<file path="src/rtl/param_combo_lock_pkg.sv">
// Shared lock definitions: state encodings, which the HEX display decoder also uses, and a counter-width helper.
package param_combo_lock_pkg;

    typedef enum logic [2:0] {
        ST_ENTER   = 3'd0,
        ST_OPEN    = 3'd1,
        ST_CLOSED  = 3'd2,
        ST_ERR     = 3'd3,
        ST_LOCKOUT = 3'd4,
        ST_PROG    = 3'd5
    } lock_state_e;

    localparam int unsigned STATE_W = 3;

    // Bits needed to hold the values 0..n, never less than one.
    function automatic int unsigned cnt_w(input int unsigned n);
        return (n < 1) ? 1 : $clog2(n + 1);
    endfunction

endpackage

</file>
<file path="src/rtl/param_combo_lock_timer.sv">
// Lockout timer. o_busy stays high for LOCKOUT_CYC-1 cycles after i_load.
// The owner treats the load cycle as the first cycle of the lockout window.
module combo_lockout_timer
    import param_combo_lock_pkg::*;
#(
    parameter int unsigned LOCKOUT_CYC = 16
) (
    input  logic clk,
    input  logic rst_n,
    input  logic i_load,
    output logic o_busy
);

    localparam int unsigned CW = cnt_w(LOCKOUT_CYC);

    logic [CW-1:0] r_cnt;

    always_ff @(posedge clk or negedge rst_n) begin
        if (!rst_n) begin
            r_cnt <= '0;
        end else if (i_load) begin
            r_cnt <= CW'(LOCKOUT_CYC - 1);
        end else if (r_cnt != '0) begin
            r_cnt <= r_cnt - CW'(1);
        end
    end

    assign o_busy = (r_cnt != '0);

endmodule

</file>
<file path="src/rtl/param_combo_lock.sv">
// Parametrised keypad combination lock with retry, lockout and code reprogramming.
// All status outputs come straight from registers.
module param_combo_lock
    import param_combo_lock_pkg::*;
#(
    parameter int unsigned DIGITS      = 6,
    parameter int unsigned DIGIT_W     = 4,
    parameter int unsigned RADIX       = 10,
    parameter int unsigned MAX_TRIES   = 3,
    parameter int unsigned LOCKOUT_CYC = 16,
    parameter logic [DIGITS*DIGIT_W-1:0] CODE_DEFAULT = 24'h344189
) (
    input  logic                           clk,
    input  logic                           rst_n,
    input  logic [DIGIT_W-1:0]             digit_in,
    input  logic                           digit_valid,
    input  logic                           prog_en,
    output logic                           open,
    output logic                           closed,
    output logic                           error,
    output logic                           locked_out,
    output logic [$clog2(DIGITS+1)-1:0]    idx,
    output logic [$clog2(MAX_TRIES+1)-1:0] tries_left,
    output logic [STATE_W-1:0]             state_o
);

    localparam int unsigned IDX_W = $clog2(DIGITS + 1);
    localparam int unsigned TRY_W = $clog2(MAX_TRIES + 1);

    lock_state_e          r_state;
    logic [IDX_W-1:0]     r_idx;
    logic [TRY_W-1:0]     r_tries;
    logic                 r_mis;
    logic                 r_open;
    logic                 r_closed;
    logic                 r_error;
    logic                 r_locked;
    logic [DIGIT_W-1:0]   r_code [DIGITS];

    logic                 w_bad;
    logic [IDX_W-1:0]     w_cur_idx;
    logic [DIGIT_W-1:0]   w_cur_code;
    logic                 w_mis_next;
    logic                 w_last;
    logic                 w_load;
    logic                 w_busy;
    logic                 w_code_we [DIGITS];

    // A strobe in CLOSED/ERR restarts the attempt, so it is compared as digit 0 with a clean mismatch flag.
    always_comb begin
        w_bad      = 32'(digit_in) >= RADIX;
        w_cur_idx  = (r_state == ST_ENTER) ? r_idx : '0;
        w_cur_code = '0;
        for (int unsigned i = 0; i < DIGITS; i++) begin
            if (w_cur_idx == IDX_W'(i)) w_cur_code = r_code[i];
        end
        w_mis_next = ((r_state == ST_ENTER) ? r_mis : 1'b0) | (digit_in != w_cur_code);
        w_last     = (w_cur_idx == IDX_W'(DIGITS - 1));
        w_load     = ((r_state == ST_CLOSED) || (r_state == ST_ERR)) && (r_tries == '0);
        for (int unsigned i = 0; i < DIGITS; i++) begin
            w_code_we[i] = (r_state == ST_PROG) && digit_valid && !w_bad && (r_idx == IDX_W'(i));
        end
    end

    always_ff @(posedge clk or negedge rst_n) begin
        if (!rst_n) begin
            for (int unsigned i = 0; i < DIGITS; i++) begin
                r_code[i] <= CODE_DEFAULT[(DIGITS-1-i)*DIGIT_W +: DIGIT_W];
            end
        end else begin
            for (int unsigned i = 0; i < DIGITS; i++) begin
                if (w_code_we[i]) r_code[i] <= digit_in;
            end
        end
    end

    combo_lockout_timer #(
        .LOCKOUT_CYC (LOCKOUT_CYC)
    ) u_timer (
        .clk    (clk),
        .rst_n  (rst_n),
        .i_load (w_load),
        .o_busy (w_busy)
    );

    always_ff @(posedge clk or negedge rst_n) begin
        if (!rst_n) begin
            r_state  <= ST_ENTER;
            r_idx    <= '0;
            r_tries  <= TRY_W'(MAX_TRIES);
            r_mis    <= 1'b0;
            r_open   <= 1'b0;
            r_closed <= 1'b0;
            r_error  <= 1'b0;
            r_locked <= 1'b0;
        end else begin
            case (r_state)
                ST_ENTER, ST_CLOSED, ST_ERR: begin
                    if (w_load) begin
                        r_state  <= ST_LOCKOUT;
                        r_locked <= 1'b1;
                        r_closed <= 1'b0;
                        r_error  <= 1'b0;
                        r_idx    <= '0;
                    end else if (digit_valid) begin
                        r_closed <= 1'b0;
                        r_error  <= 1'b0;
                        if (w_bad) begin
                            r_state <= ST_ERR;
                            r_error <= 1'b1;
                            r_tries <= r_tries - TRY_W'(1);
                            r_idx   <= '0;
                            r_mis   <= 1'b0;
                        end else if (w_last) begin
                            r_idx <= '0;
                            r_mis <= 1'b0;
                            if (w_mis_next) begin
                                r_state  <= ST_CLOSED;
                                r_closed <= 1'b1;
                                r_tries  <= r_tries - TRY_W'(1);
                            end else begin
                                r_state <= ST_OPEN;
                                r_open  <= 1'b1;
                                r_tries <= TRY_W'(MAX_TRIES);
                            end
                        end else begin
                            r_state <= ST_ENTER;
                            r_idx   <= w_cur_idx + IDX_W'(1);
                            r_mis   <= w_mis_next;
                        end
                    end
                end
                ST_OPEN: begin
                    if (prog_en) begin
                        r_state <= ST_PROG;
                        r_idx   <= '0;
                    end
                end
                ST_PROG: begin
                    r_error <= digit_valid && w_bad;
                    if (digit_valid && !w_bad) begin
                        if (r_idx == IDX_W'(DIGITS - 1)) begin
                            r_state <= ST_ENTER;
                            r_idx   <= '0;
                            r_open  <= 1'b0;
                        end else begin
                            r_idx <= r_idx + IDX_W'(1);
                        end
                    end
                end
                ST_LOCKOUT: begin
                    if (!w_busy) begin
                        r_state  <= ST_ENTER;
                        r_locked <= 1'b0;
                        r_tries  <= TRY_W'(MAX_TRIES);
                        r_idx    <= '0;
                    end
                end
                default: r_state <= ST_ENTER;
            endcase
        end
    end

    assign open       = r_open;
    assign closed     = r_closed;
    assign error      = r_error;
    assign locked_out = r_locked;
    assign idx        = r_idx;
    assign tries_left = r_tries;
    assign state_o    = r_state;

endmodule
</file>
<file path="config.mk">
export PLATFORM = sky130hd
export DESIGN_NAME = param_combo_lock
export DESIGN_NICKNAME = d
export VERILOG_FILES = /design/src/rtl/param_combo_lock_pkg.sv /design/src/rtl/param_combo_lock_timer.sv /design/src/rtl/param_combo_lock.sv
export SDC_FILE = /design/constraint.sdc
export NUM_CORES = 1
export LEC_CHECK = 0
export BUFFER_PORTS_ARGS = -buffer_cell sky130_fd_sc_hd__buf_2
export CAP_MARGIN = 30
export CORE_MARGIN = 5
export CORE_UTILIZATION = 54
export DETAILED_ROUTE_END_ITERATION = 6
export PLACE_DENSITY = 0.76
export SLEW_MARGIN = 40
export SYNTH_ARGS = -nofsm -noshare
export SYNTH_HDL_FRONTEND = slang
export SYNTH_SLANG_ARGS = --single-unit
</file>
<file path="constraint.sdc">
create_clock -name clk -period 2.85 [get_ports clk]
set_input_delay 0.1425 -clock clk [delete_from_list [all_inputs] [get_ports clk]]
set_output_delay 0.1425 -clock clk [all_outputs]
set_load 0.01 [all_outputs]
</file>
* Word-level counts from Yosys, hierarchy flattened
Cells that the tools add are included.
** Word-level totals
- Register bits :: 42
- Latch bits :: 0
- Memory bits (writable) :: 0
- ROM bits :: 0
- Input port bits :: 8
- Output and inout port bits :: 12
- Logic and storage cells :: 139
- Memories :: 0
** Operators by class
- Add/subtract/negate cells :: 4
- Multipliers :: 0
- Div/mod/pow operators :: 0
- Order comparisons :: 1
- Equality and inequality tests :: 28
- Shift operators :: 0
- Mux-type cells :: 57
- Bitwise gates (word level) :: 2
- Reduce and logical (&&, ||, !) cells :: 32
** Operators with widths (number)
- two-way mux 3 bit :: 16
- two-way mux 4 bit :: 6
- one-hot mux 3 bit (4 select lines) :: 2
- two-way mux 1 bit :: 20
- equality test 3 x 2 -> 1 bit (second input constant) :: 6
- equality test 3 bit (second input constant) :: 6
- AND reduction 5 bit :: 3
- two-way mux 2 bit :: 7
- inequality test 2 bit (second input constant) :: 7
- logical AND 1 bit :: 11
- two-way mux 5 bit :: 2
- equality test 3 x 1 -> 1 bit (second input constant) :: 3
- zero test 3 bit :: 3
- AND reduction 8 bit :: 1
- nonzero test 2 bit :: 4
- adder 3 x 1 -> 3 bit (second input constant) :: 2
- inequality test 2 x 1 -> 1 bit (second input constant) :: 3
- one-hot mux 1 bit (2 select lines) :: 3
- AND reduction 3 bit :: 2
- nonzero test 5 bit :: 1
- subtractor 5 x 1 -> 5 bit (second input constant) :: 1
- >= comparator 4 bit (second input constant) :: 1
- inequality test 4 bit :: 1
- one-hot mux 2 bit (2 select lines) :: 1
- 11 further kinds :: 12

* Depth between registers and ports, before layout
Gate-level depths: netlist of the first run.
- Word-level depth :: 17
- Mapped depth :: 13
- Gate-level depth less buffers :: 10

* Hierarchy
A second synthesis of the first run with hierarchy kept.
** Second synthesis, totals
- Cell total of the unflattened synthesis :: 255
- Area, all modules :: 2508.7 sq um
** By module, submodules not included
- param_combo_lock :: times used 1, cells each 232, area an instance 2252.2 sq um, sequential area each 938.4 sq um
- combo_lockout_timer :: times used 1, cells each 23, area an instance 256.5 sq um, sequential area each 125.1 sq um

* Worst setup path before layout of the first run
Ideal clock, no wire load.
- Kind :: register to register
- From :: register r_state[0], in the netlist state_o[0]
- To :: register r_closed, in the netlist closed
- Setup time :: 0.110 ns
- Data arrival time :: 2.847 ns
- Data required time :: 2.740 ns
- Setup slack :: -0.107 ns
- Cell stages (with the launch flop) :: 14
- Path buffers :: 3
- Period minus slack after synthesis :: 2.957 ns
- Cells stage by stage :: dfrtp_1 > buf_2 > nor3_4 > buf_2 > and2_1 > ha_1 > clkbuf_1 > nor2b_1 > and2_0 > a2111oi_0 > a22o_2 > nor4b_4 > and3_4 > o41ai_1
** Between the ends
- Longest elaborated chain between the ends :: 16
- Elaborated cells on any way between the ends :: 29
- Classes of those cells :: eq/ne (8); mux (13); bitwise (1); reduce/logical (7)
** RTL lines
- start: declaration :: RTL line param_combo_lock.sv:30 : lock_state_e r_state;
- start signal: assignment :: RTL line param_combo_lock.sv:88 : r_state <= ST_ENTER;
- start signal: assignment :: RTL line param_combo_lock.sv:100 : r_state <= ST_LOCKOUT;
- start signal: assignment :: RTL line param_combo_lock.sv:109 : r_state <= ST_ERR;
- zero test 3 bit :: RTL line param_combo_lock.sv:52, param_combo_lock.sv:57, param_combo_lock.sv:97
- two-way mux 3 bit :: RTL line param_combo_lock.sv:52 : w_cur_idx = (r_state == ST_ENTER) ? r_idx : '0;
- zero test 3 bit :: RTL line param_combo_lock.sv:55 : if (w_cur_idx == IDX_W'(i)) w_cur_code = r_code[i];
- two-way mux 4 bit (6 in a row) :: RTL line param_combo_lock.sv:55
- inequality test 4 bit :: RTL line param_combo_lock.sv:57 : w_mis_next = ((r_state == ST_ENTER) ? r_mis : 1'b0) | (digit_in != w_cur_code);
- bitwise OR 1 bit :: RTL line param_combo_lock.sv:57
- two-way mux 1 bit :: RTL line param_combo_lock.sv:117 : if (w_mis_next) begin
- two-way mux 1 bit :: RTL line param_combo_lock.sv:114 : end else if (w_last) begin
- two-way mux 1 bit :: RTL line param_combo_lock.sv:108 : if (w_bad) begin
- two-way mux 1 bit :: RTL line param_combo_lock.sv:105 : end else if (digit_valid) begin
- two-way mux 1 bit :: RTL line param_combo_lock.sv:99 : if (w_load) begin
- end signal: assignment :: RTL line param_combo_lock.sv:102 : r_closed <= 1'b0;
- end signal: assignment :: RTL line param_combo_lock.sv:106 : r_closed <= 1'b0;
- end signal: assignment :: RTL line param_combo_lock.sv:119 : r_closed <= 1'b1;
- end: declaration :: RTL line param_combo_lock.sv:35 : logic r_closed;
Several ways; a longest one is shown, not always the timed one. The select of a mux whose other input is x is not followed.
A chain may end at the register's enable or synchronous reset.

* Worst setup path after layout of the first run
- From :: register u_timer.r_cnt[0]
- To :: register r_tries[1], in the netlist tries_left[1]
** Between the ends
- Longest elaborated chain between the ends :: 3
** RTL lines
- start: declaration :: RTL line param_combo_lock_timer.sv:16 : logic [CW-1:0] r_cnt;
- start signal: assignment :: RTL line param_combo_lock_timer.sv:22 : r_cnt <= CW'(LOCKOUT_CYC - 1);
- start signal: assignment :: RTL line param_combo_lock_timer.sv:24 : r_cnt <= r_cnt - CW'(1);
- nonzero test 5 bit :: RTL line param_combo_lock_timer.sv:28 : assign o_busy = (r_cnt != '0);
- inequality test 2 bit (no line)
- AND reduction 5 bit (no line)
- end signal: assignment :: RTL line param_combo_lock.sv:90 : r_tries <= TRY_W'(MAX_TRIES);
- end signal: assignment :: RTL line param_combo_lock.sv:111 : r_tries <= r_tries - TRY_W'(1);
- end signal: assignment :: RTL line param_combo_lock.sv:120 : r_tries <= r_tries - TRY_W'(1);
- end: declaration :: RTL line param_combo_lock.sv:32 : logic [TRY_W-1:0] r_tries;
Every way passes these cells.

==> impl.org, run 1 <==
** Synthesis
- Sequential fraction of the synthesis area :: 0.417
- In the synthesized netlist the async set-or-reset flop fraction comes to 1.00.
- After synthesis, the mean cell area works out to roughly 9.4 um2.
- Number of flops mapped to enable cells by yosys :: 0
- Register bit total from synthesis :: 42
- Most instantiated flip-flop cell in the synthesis netlist :: sky130_fd_sc_hd__dfrtp_1
- Synth unique cells :: 60
- During synthesis, Yosys emitted a total of 0 warnings.
- Number of nets in the synthesized netlist :: 283
- Netlist Area Pre-Place :: 2550 um2
- Synthesis produced a netlist whose cell count is 270.

** Critical path
- Crit path max-delay cell type :: sky130_fd_sc_hd__or4_4
- STA classifies the critical path startpoint as a flop.
- Cell Chain, Critical Path :: inv_1 > ha_1 > or4b_4 > a22oi_2 > o221ai_2 > or4_4 > nand2b_4 > a41oi_1 > a21oi_1
- Arr. time, crit path :: 2.87 ns
- Max incr delay on CP :: 0.54 ns
- The worst setup path is captured at a flop.
- CP Data Required Time :: 3.07 ns
- Broken down by cell family, the worst path's largest delay share belongs to simple AND/OR/NAND/NOR gates.
- The worst setup path is of the flop to flop kind.
- Combined buffer and inverter count along the critical path :: 1
- Along the worst path, the maximum fanout reaches 7.

** Routing
- Via count normalized by instance count :: 6.22
- Once detail routing completed, the nets flagged for antenna violations numbered 0.
- Vias :: 2195
- Routed wire per std cell :: about 17 um
- The first detailed-routing pass took 4 iterations.
- Violation count after the first detailed-routing iteration :: between 100 and 150
- For this block, the routed nets add up to approximately 6000 um of wire.
- DRC violations left :: 0

** Clock network
- Clock transition at the register clock pins on the worst setup and hold paths after CTS :: 0.08 ns
- The root buffer cell chosen for the clock tree is sky130_fd_sc_hd__clkbuf_8.
- Number of buffers created by CTS :: 5
- Total number of clock tree sinks :: 42
- Clock tree from TritonCTS :: built
- Maximum count of clock buffers along a single path :: 2
- The clock reaches the later pin of the worst-skew pair after 0.30 ns.
- H-tree depth :: 2

** Placed design
- Minimum setup slack after placement :: 0.213 ns
- The HPWL after detailed placement is 4350 um.
- Port buffering added 19 buffers.
- Final GP Congestion :: 0.896

** Finish
- Utilization after layout :: 0.613
- Final net count :: 311
- Relative to the synthesized area, the layout overhead comes to 12.2%.
- The layout has roughly 410 filler cells.
- ANT cells :: 0
- Ratio of cells with drive above 1 in the final layout :: 0.258

** Die
- Starting utilization of the core area :: 0.547
- The die covers just over 6000 um2.
- Cell Rows :: 25
- The region available for standard cell placement spans 4660 um2.
- Pin placement for this block handled 20 I/O pins.
- Measured along the x axis, the die boundary spans 78.7 um.
- In this run the vertical extent of the chip is about 80 um.

** Global route
- The number of global-route vias before repair is 2202.
- Pin count of the biggest net entering global routing :: 43
- Number of antenna violations at the first check in global routing :: 0
- Global-route total usage across every layer :: 0.216
- Overflow left after global routing :: 0
- The first global-routing pass estimated about 11000 um of wire.

** STA
- Timing would allow up to between 0.3 and 0.4 GHz.
- The routed design could run at a clock period as short as 2.65 ns.
- Normalized max-slew margin :: 0.645
- Post-route fraction of the period consumed by the critical path :: 0.932
- Final number of hold-violating endpoints :: 0
- Total of endpoints with negative setup slack in the final report :: 0
- At the pin with the least slew margin, the transition time is 0.533 ns.
- Setup repair after global routing missed its margin :: false
- The count of pins over their slew limit is 0.
- The clock arrives with 0.00759 ns of skew.
- Setup slack on the critical path of the routed design comes to 0.195 ns.
- After routing, the total negative slack on setup checks comes to 0 ns.

** Power
- Summed over all nets, the switching power comes to ~1.3 mW.
- IR analysis of the VDD net gives a maximum drop of approximately 0.54 mV.
- Cell internal power was estimated by the tool at approximately 1.8 mW.
- The design draws ~3.0 mW.
- Clock power frac :: 0.134
- Switching share of total power :: 0.423
- The share of total power dissipated in combinational logic is 0.521.
- Power spread over the standard cell area amounts to between 1000 and 1500 nW/um2.
- Summed over all cells, the static leakage comes to 1.28 nW.
- Reg power frac :: 0.345

** Run
- Number of maximum-capacitance constraint violations :: 0

** Outcome
- The run finished with clean final reports.

** Worst hold path
- Hold Path Class :: input pin to flop
## layer usage
metal / up-vias / share of wire / global-route usage
met4: 0 / 0.022 / 0.0839
met1: 1064 / 0.46 / 0.299
met5: - / 0 / 0
met3: 15 / 0.057 / 0.0447
li1: 1046 / - / -
met2: 70 / 0.46 / 0.331
## registers in the layout, summed over array words and instances (netlist names)
register	cells
r_code	24
u_timer.r_cnt	5
idx	3
state_o	3
tries_left	2
closed	1
error	1
locked_out	1
open	1
r_mis	1
## through the flow
stage                     cell area (um2)  std cells  hold slack, ns
final                                2860        353           0.181
after global routing                 2860        353           0.204
after CTS                            2860        353           0.177
after detailed placement             2750        344           0.163
after global placement               2750        344           0.330
after floorplan                      2550        270          -0.153
## path summary, 6_finish.rpt
kind                            slack, ns                   endpoint                         start  depth (start not counted)
min in group asynchronous            0.37     state_o[2]$_DFFE_PN0P_                         rst_n                          2
worst max register to register       0.20  tries_left[1]$_DFFE_PN1P_  u_timer.r_cnt[0]$_DFFE_PN0P_                          9
max in group asynchronous            2.10      r_code[0]$_DFFE_PN1P_                         rst_n                          2
worst min-delay path                 0.18          error$_DFFE_PN0P_                   digit_valid                          3
worst max-delay path                 0.20  tries_left[1]$_DFFE_PN1P_  u_timer.r_cnt[0]$_DFFE_PN0P_                          9
worst min register to register       0.50     r_code[21]$_DFFE_PN1P_        r_code[21]$_DFFE_PN1P_                          2
## power groups by stage
stage | logic (mW) | clock network, mW | registers [mW]
floorplan | 1.12 | 0 | 1.04
global placement | 1.51 | 0 | 1.04
detailed placement | 1.55 | 0 | 1.05
CTS | 1.57 | 0.412 | 1.04
global route | 1.76 | 0.443 | 1.08
finish | 1.58 | 0.406 | 1.05
## synthesized netlist by cell type (all sizes together) (3+ instances only)
cell	count	share of area
a21oi	19	0.037
a221oi	3	0.010
a22o	3	0.011
a22oi	3	0.011
a31oi	3	0.0074
and2	9	0.022
and3	4	0.012
buf	6	0.014
clkbuf	6	0.0088
dfrtp	32	0.31
dfstp	10	0.10
ha	5	0.025
inv	11	0.016
mux2	13	0.057
mux2i	4	0.016
nand2	28	0.041
nand2b	6	0.018
nand3	5	0.0098
nand4	3	0.0074
nor2	19	0.028
nor2b	3	0.0074
nor3	7	0.018
nor4b	3	0.016
o21ai	25	0.049
o221ai	3	0.013
o31ai	4	0.012
or3	4	0.014
xor2	3	0.010
## cells in the final DEF (no fill, tap or decap), types with 8 or more instances in the layout
cell / n
sky130_fd_sc_hd__dfrtp_1: 32
sky130_fd_sc_hd__nand2_1: 28
sky130_fd_sc_hd__o21ai_0: 25
sky130_fd_sc_hd__nor2_1: 19
sky130_fd_sc_hd__a21oi_1: 19
sky130_fd_sc_hd__buf_2: 18
sky130_fd_sc_hd__buf_4: 14
sky130_fd_sc_hd__mux2_2: 13
sky130_fd_sc_hd__inv_1: 11
sky130_fd_sc_hd__dfstp_2: 10
sky130_fd_sc_hd__and2_1: 8
## worst min-delay path: stages
cell	delay, ns
sky130_fd_sc_hd__buf_2	0.14
sky130_fd_sc_hd__nand3_1	0.07
sky130_fd_sc_hd__a31oi_1	0.08
## what timing repair did
action                                  in CTS  in global routing
hold buffers                                 1                  0
endpoints found under the setup margin       0                  1
gates resized for setup                      0                  1
hold endpoints to repair                    32                  0
setup buffers                                0                  0
## cell families after synthesis
family / share of synthesized area
multiplexers: 0.0732
AO/OA/AOI/OAI: 0.214
AND/OR/NAND/NOR: 0.218
buffers and inverters: 0.0388
XOR/XNOR: 0.0138
flip-flops: 0.417
adder cells (fa/ha/maj): 0.0246
## area by class of cell
class / instances / area, um2 / area share
well taps: 54 / 67.6 / 0.0236
clock inverters: 2 / 12.5 / 0.00438
multi-input cells: 205 / 1390 / 0.485
repair buffers: 33 / 205 / 0.0718
flip-flops and latches: 42 / 1060 / 0.372
inverters: 11 / 41.3 / 0.0144
clock buffers: 6 / 82.6 / 0.0289
No activity file was read; power rests on OpenSTA's default activity.
==> inputs of run 2 (changes only) <==
- CORE_UTILIZATION: 54 -> 60
- PLACE_DENSITY: 0.76 -> 0.8
- clock period: 2.85 -> 2.8 ns (I/O delays scaled with it)
==> impl.org, run 2 (synthesized netlist as in run 1, its figures left out) <==
** Outcome
- Run status :: completed

** STA
- Final number of hold-violating endpoints :: 0 (unchanged)
- The highest achievable clock rate was 0.386 GHz (+2.4%).
- The final critical-path setup slack was 0.207 ns (+0.0121 ns).
- Setup repair after global routing missed its margin :: false
- The slew at the pin with the worst max-slew slack came to 0.557 ns (+0.0244 ns).
- The time the final worst path needs with I/O delays and setup was 2.59 ns (-0.0621 ns).
- The relative slew slack is 0.624 (-0.0215).
- Final-layout setup total negative slack :: 0 ns (unchanged)
- Total of endpoints with negative setup slack in the final report :: 0 (unchanged)
- The count of pins over their slew limit was 0 (unchanged).
- Largest clock skew in the final design :: 0.00906 ns (+0.00147 ns)
- Post-route fraction of the period consumed by the critical path :: 0.926 (-0.00554)

** Die
- The width of the die came to 75.2 um (-4.5%).
- The vertical die dimension is 75.2 um (-4.5%).
- Die Area :: 5650 um2 (-8.8%)
- Number of placed I/O pins :: 20 (unchanged)
- The effective utilization at floorplan is 0.628 (+0.0812).
- The number of core rows is 23 (-8.0%).
- Placeable core region :: 4060 um2 (-13%)

** Power
- Static Leakage :: 1.29 nW (+0.95%)
- The total power after layout is 3.19 mW (+5.0%).
- Ratio of total power to cell area :: 1110 nW/um2 (+4.1%)
- Largest vdd supply drop :: 0.616 mV (+13%)

** Finish
- Register bank with the most flops :: r_code
- Final net count :: 311 (unchanged)
- The final non-filler cell total is 349 (-1.1%).
- Leaving out fill and tap cells, the most frequent cells in the layout are sky130_fd_sc_hd__dfrtp_1 (32), sky130_fd_sc_hd__nand2_1 (28), sky130_fd_sc_hd__o21ai_0 (25).
- Ratio of cells with drive above 1 in the final layout :: 0.258 (unchanged)
- The cell area after layout is 2880 um2 (+0.79%).
- The number of inserted diodes is 0 (unchanged).
- The library cell used most frequently in the layout, excluding fill and tap cells, is sky130_fd_sc_hd__dfrtp_1.
- Max FFs per register :: 24 (unchanged)
- In the final layout, the registers with the most flip-flops are r_code x24, u_timer.r_cnt x5.
- The filler cell count was 325 (-20%).
- Synthesis-to-finish area growth :: 13.1%

** Run
- Number of maximum-capacitance constraint violations :: 0 (unchanged)

** Clock network
- Clock root cell :: sky130_fd_sc_hd__clkbuf_8
- The largest buffer count on any clock path was 2 (unchanged).
- The clock-pin slew on the worst setup and hold paths is 0.07 ns (about the same).
- The number of clock buffers inserted by TritonCTS was 5 (unchanged).
- The number of H-tree levels is 2 (unchanged).
- Clock tree from TritonCTS :: built
- Insertion delay of the later-clocked pin in the worst-skew pair :: 0.30 ns (about the same)
- The total clock sinks is 42 (unchanged).

** Global route
- Overflow left after global routing :: 0 (unchanged)
- Number of antenna violations at the first check in global routing :: 0 (unchanged)
- The number of global-route vias before repair came to 2145 (-2.6%).
- Global-route total usage across every layer :: 0.243 (+0.0269)
- First-pass GRT wire length :: 10400 um (-2.2%)
- Pin count of the biggest net entering global routing :: 43 (unchanged)

** Placed design
- The number of placed instances with taps included came to 340 (-1.2%).
- Port buffer count :: 19 (unchanged)
- Minimum setup slack after placement :: 0.174 ns (-0.0396 ns)
- Placement Cell Area :: 2750 um2 (-0.18%)
- Half-perimeter wire length after placement :: 4240 um (-2.6%)
- Final GP Congestion :: 0.902 (+0.71%)

** Critical path
- The critical path arrival was 2.81 ns (-0.06 ns).
- STA classifies the critical path endpoint as a flop.
- Critical path fanouts, max :: 7 (unchanged)
- The worst setup path is of the flop to flop kind.
- Worst setup SP type :: flop
- CP Data Required Time :: 3.02 ns (-0.05 ns)

** Routing
- Routed Wire Length :: 6050 um (+0.27%)
- Routed wire per std cell :: 17.3 um (+1.4%)
- The detailed-route DRC error count was 0 (unchanged).
- The number of nets with antenna violations after routing was 0 (unchanged).
- Violation count after the first detailed-routing iteration :: 223 (+64%)
- The detailed-router iteration count before antenna repair is 5 (+1).
- Via count normalized by instance count :: 6.46 (+3.9%)
- The via count of the routed design was 2255 (+2.7%).

** Worst hold path
- The tightest min-delay check is of the input pin to flop type.
==> run 2: stage by stage <==
| stage | utilization | hold WS, ns |
|---|---|---|
| after floorplan | - | -0.156 |
| after global placement | 0.677 | 0.317 |
| after detailed placement | 0.677 | 0.161 |
| after CTS | 0.708 | 0.166 |
| after global routing | 0.710 | 0.194 |
| final | 0.710 | 0.173 |
==> run 2: worst paths after layout <==
kind	start	end	slack [ns]	cells past startpoint
worst max-delay path	u_timer.r_cnt[0]$_DFFE_PN0P_	tries_left[1]$_DFFE_PN1P_	0.21	9
worst min-delay path	digit_valid	error$_DFFE_PN0P_	0.17	3
worst max register to register	u_timer.r_cnt[0]$_DFFE_PN0P_	tries_left[1]$_DFFE_PN1P_	0.21	9
worst min register to register	r_code[14]$_DFFE_PN1P_	r_code[14]$_DFFE_PN1P_	0.49	2
max in group asynchronous	rst_n	tries_left[0]$_DFFE_PN1P_	2.06	2
min in group asynchronous	rst_n	idx[2]$_DFFE_PN0P_	0.35	2
==> run 2: critical path, cell delays in order, from the launching register on <==
cell	delay [ns]
sky130_fd_sc_hd__dfrtp_1	0.37
sky130_fd_sc_hd__inv_1	0.11
sky130_fd_sc_hd__ha_1	0.17
sky130_fd_sc_hd__or4b_4	0.48
sky130_fd_sc_hd__a22oi_2	0.18
sky130_fd_sc_hd__o221ai_2	0.19
sky130_fd_sc_hd__or4_4	0.54
sky130_fd_sc_hd__nand2b_4	0.16
sky130_fd_sc_hd__a41oi_2	0.20
sky130_fd_sc_hd__a21oi_1	0.11
==> run 2: per-layer routing <==
| layer | vias up | routed length (um) | GRT usage |
|---|---|---|---|
| met5 | - | 0 | 0 |
| met3 | 17 | 417 | 0.0347 |
| met1 | 1096 | 2720 | 0.349 |
| li1 | 1042 | - | - |
| met4 | 0 | 134 | 0.0951 |
| met2 | 100 | 2780 | 0.371 |
==> run 2: cell type report <==
cell class / instances / area, um2 / share of cell area
clock inverter: 1 / 30.0 / 0.0104
tap: 50 / 62.6 / 0.0217
inverter: 11 / 41.3 / 0.0143
clock buffer: 7 / 86.3 / 0.0300
multi-input combinational: 205 / 1390 / 0.483
timing repair buffer: 33 / 205 / 0.0712
sequential: 42 / 1060 / 0.369
==> run 2: where the power goes <==
group	switching, mW	internal, mW
combinational	0.910	0.718
clock	0.207	0.291
sequential	0.194	0.867
total	1.31	1.88
==> run 2: what timing repair did <==
item                                   CTS  global route
hold buffers                             1             0
setup endpoints to repair                0             1
resized for setup                        0             1
endpoints found under the hold margin   32             0
setup buffers                            0             0
==> inputs of run 3 (changes only) <==
- PLACE_DENSITY: 0.8 -> 0.87
==> impl.org, run 3 (synthesized netlist as in run 1, its figures left out) <==
** Critical path
- Crit path max-delay cell type :: sky130_fd_sc_hd__or4_4
- Setup slack of the worst register-to-register path :: 0.20 ns (about the same)
- Number of cells traversed by the worst register-to-register path :: 9 (unchanged)
- The worst register-to-register path begins at u_timer.r_cnt[0]$_DFFE_PN0P_.
- The worst register-to-register path ends at tries_left[1]$_DFFE_PN1P_.
- Walking the worst path, the cells encountered are inv_1 > ha_1 > or4b_4 > a22oi_2 > o221ai_2 > or4_4 > nand2b_4 > a41oi_2 > a21oi_1.
- The kind of cell with the highest combined delay along the critical path is simple AND/OR/NAND/NOR gates.
- The number of buffers and inverters on the critical path was 1 (unchanged).
- Worst setup SP type :: flop
- The critical path's largest stage delay was 0.54 ns (about the same).
- Critical path fanouts, max :: 7 (unchanged)
- Arr. time, crit path :: 2.81 ns (about the same)
- CP Data Required Time :: 3.02 ns (about the same)
- STA classifies the critical path endpoint as a flop.
- Critical Setup Path Class :: flop to flop

** Finish
- Ratio of cells with drive above 1 in the final layout :: 0.260 (+0.00247)
- Top library cells by usage in the layout, fill and taps aside :: sky130_fd_sc_hd__dfrtp_1 (32), sky130_fd_sc_hd__nand2_1 (28), sky130_fd_sc_hd__o21ai_0 (25)
- Leaving out fill and tap cells, the most frequent cell in the layout is sky130_fd_sc_hd__dfrtp_1.
- Final net count :: 312 (+0.32%)
- Non-filler cells, final :: 350 (+0.29%)
- Compared with the post-synthesis result, the final layout area differs by 12.5%.
- The flip-flop count of the largest register, all copies and words added is 24 (unchanged).
- The number of inserted diodes was 0 (unchanged).
- Cell area after layout :: 2870 um2 (-0.56%)
- Largest registers :: r_code x24, u_timer.r_cnt x5
- Register bank with the most flops :: r_code
- The post-layout utilization of the core was 0.706 (-0.00401).

** Die
- Placeable core region :: 4060 um2 (unchanged)
- The effective utilization at floorplan came to 0.628 (unchanged).
- The width of the die is 75.2 um (unchanged).
- Cell Rows :: 23 (unchanged)
- The vertical die dimension came to 75.2 um (unchanged).
- Number of placed I/O pins :: 20 (unchanged)
- The die outline area is 5650 um2 (unchanged).

** Power
- The clock network fraction of total power is 0.130 (-0.026).
- The share of power burned in registers came to 0.345 (+0.012).
- Switching power total :: 1.30 mW (-0.95%)
- Static Leakage :: 1.29 nW (-0.39%)
- The switching part of the total came to 0.421 (+0.00918).
- The total power after layout is 3.09 mW (-3.1%).
- Largest vdd supply drop :: 0.594 mV (-3.6%)
- Part of the total power dissipated in combinational logic :: 0.525 (+0.014)
- Pint :: 1.79 mW (-4.6%)
- The power per cell area was 1080 nW/um2 (-2.6%).

** Global route
- The maximum number of pins on one net before global-route repair is 43 (unchanged).
- The initial antenna violation count was 0 (unchanged).
- The global routing usage summed across all routing layers was 0.237 (-0.00580).
- The number of global-route vias before repair was 2096 (-2.3%).
- The residual overflow from global routing is 0 (unchanged).
- The global-route wire length before repair came to 10100 um (-2.5%).

** Routing
- The post-detailed-routing wire length was 5960 um (-1.4%).
- Number of antenna-violating nets in the routed design :: 0 (unchanged)
- The detailed-router iteration count before antenna repair came to 4 (-1).
- Violation count after the first detailed-routing iteration :: 256 (+15%)
- The via count of the routed design came to 2191 (-2.8%).
- Via count normalized by instance count :: 6.26 (-3.1%)
- The mean routed wirelength per cell is 17.0 um (-1.7%).
- DRC violations left :: 0 (unchanged)

** Clock network
- The number of post-CTS setup repair buffers was 0 (unchanged).
- Insertion delay of the later-clocked pin in the worst-skew pair :: 0.29 ns (about the same)
- The number of clock buffers inserted by TritonCTS came to 5 (unchanged).
- The largest buffer count on any clock path was 2 (unchanged).
- Total number of clock tree sinks :: 42 (unchanged)
- Clock tree synthesis selected as its root buffer the cell sky130_fd_sc_hd__clkbuf_8.
- Clock tree from TritonCTS :: built
- The number of H-tree levels came to 2 (unchanged).
- Clock transition at the register clock pins on the worst setup and hold paths after CTS :: 0.08 ns (about the same)

** STA
- The relative slew slack is 0.648 (+0.0243).
- Setup repair after global routing missed its margin :: false
- The setup clock skew after layout was 0.00527 ns (-0.00379 ns).
- Count of pins over their slew limit :: 0 (unchanged)
- The final period utilization is 0.927 (+0.00113).
- Max Fclk :: 0.385 GHz (-0.12%)
- The number of failing hold endpoints at the final stage was 0 (unchanged).
- Worst slew pin tran :: 0.528 ns (-0.0285 ns)
- Final-layout setup total negative slack :: 0 ns (unchanged)
- Post-route minimum period :: 2.60 ns (+0.00318 ns)
- The number of failing setup endpoints in the final timing report was 0 (unchanged).

** Placed design
- The number of placed instances with taps included is 341 (+0.29%).
- Placement Cell Area :: 2760 um2 (+0.27%)
- The final weighted congestion of routability-driven global placement was 0.918 (+1.7%).
- The HPWL after detailed placement was 4330 um (+2.2%).
- Port buffer count :: 19 (unchanged)

** Worst hold path
- For hold timing, the worst endpoint is r_code[16]$_DFFE_PN0P_.
- In this run the most critical hold path is launched from digit_in[0].
- Depth of the worst hold-timing path :: 2 (-1)
- The worst hold path belongs to the class input pin to flop.

** Outcome
- Run status :: completed

** Run
- Number of maximum-capacitance constraint violations :: 0 (unchanged)
-- run 3: worst max-delay path by stage --
stage / startpoint / endpoint / slack, ns / cells past startpoint
after floorplan: state_o[0]$_DFFE_PN0P_ / closed$_DFFE_PN0P_ / 0.04 / 13
after global placement: u_timer.r_cnt[0]$_DFFE_PN0P_ / tries_left[1]$_DFFE_PN1P_ / 0.26 / 9
after detailed placement: u_timer.r_cnt[0]$_DFFE_PN0P_ / tries_left[1]$_DFFE_PN1P_ / 0.18 / 9
after global routing: u_timer.r_cnt[0]$_DFFE_PN0P_ / tries_left[1]$_DFFE_PN1P_ / 0.02 / 9
final: u_timer.r_cnt[0]$_DFFE_PN0P_ / tries_left[1]$_DFFE_PN1P_ / 0.20 / 9
after CTS: u_timer.r_cnt[0]$_DFFE_PN0P_ / tries_left[1]$_DFFE_PN1P_ / 0.14 / 9
-- run 3: power groups by stage --
| stage | combinational, mW | sequential (mW) | clock (mW) |
|---|---|---|---|
| 5_1_grt | 1.80 | 1.10 | 0.442 |
| 2_1_floorplan | 1.15 | 1.06 | 0 |
| 3_3_place_gp | 1.55 | 1.06 | 0 |
| 3_5_place_dp | 1.59 | 1.07 | 0 |
| 6_report | 1.62 | 1.06 | 0.402 |
| 4_1_cts | 1.61 | 1.06 | 0.410 |
-- run 3: stage by stage --
step / setup slack (ns) / hold WS (ns)
2_1_floorplan: 0.0388 / -0.156
6_report: 0.204 / 0.177
5_1_grt: 0.0232 / 0.191
4_1_cts: 0.136 / 0.173
3_3_place_gp: 0.263 / 0.318
3_5_place_dp: 0.181 / 0.160
-- run 3: what timing repair did --
item / 4_1_cts / 5_1_grt
hold endpoints to repair: 32 / 0
endpoints found under the setup margin: 0 / 3
gates resized for setup: 0 / 2
hold buffers: 1 / 0
-- run 3: per-layer routing --
| layer | wire (um) | GRT usage | part of all wire | vias up |
|---|---|---|---|---|
| met5 | 0 | 0 | 0 | - |
| met4 | 80 | 0.0757 | 0.013 | 0 |
| met3 | 257 | 0.0280 | 0.043 | 7 |
| met2 | 2820 | 0.384 | 0.47 | 49 |
| met1 | 2810 | 0.333 | 0.47 | 1081 |
| li1 | - | - | - | 1054 |
-- run 3: cell type report --
type,instances,area [um2]
Clock buffer,7,86.3
Clock inverter,1,5.00
Tap cell,50,62.6
Sequential cell,42,1060
Fill cell,329,1190
Multi-Input combinational cell,205,1390
Inverter,11,41.3
Timing Repair Buffer,34,213
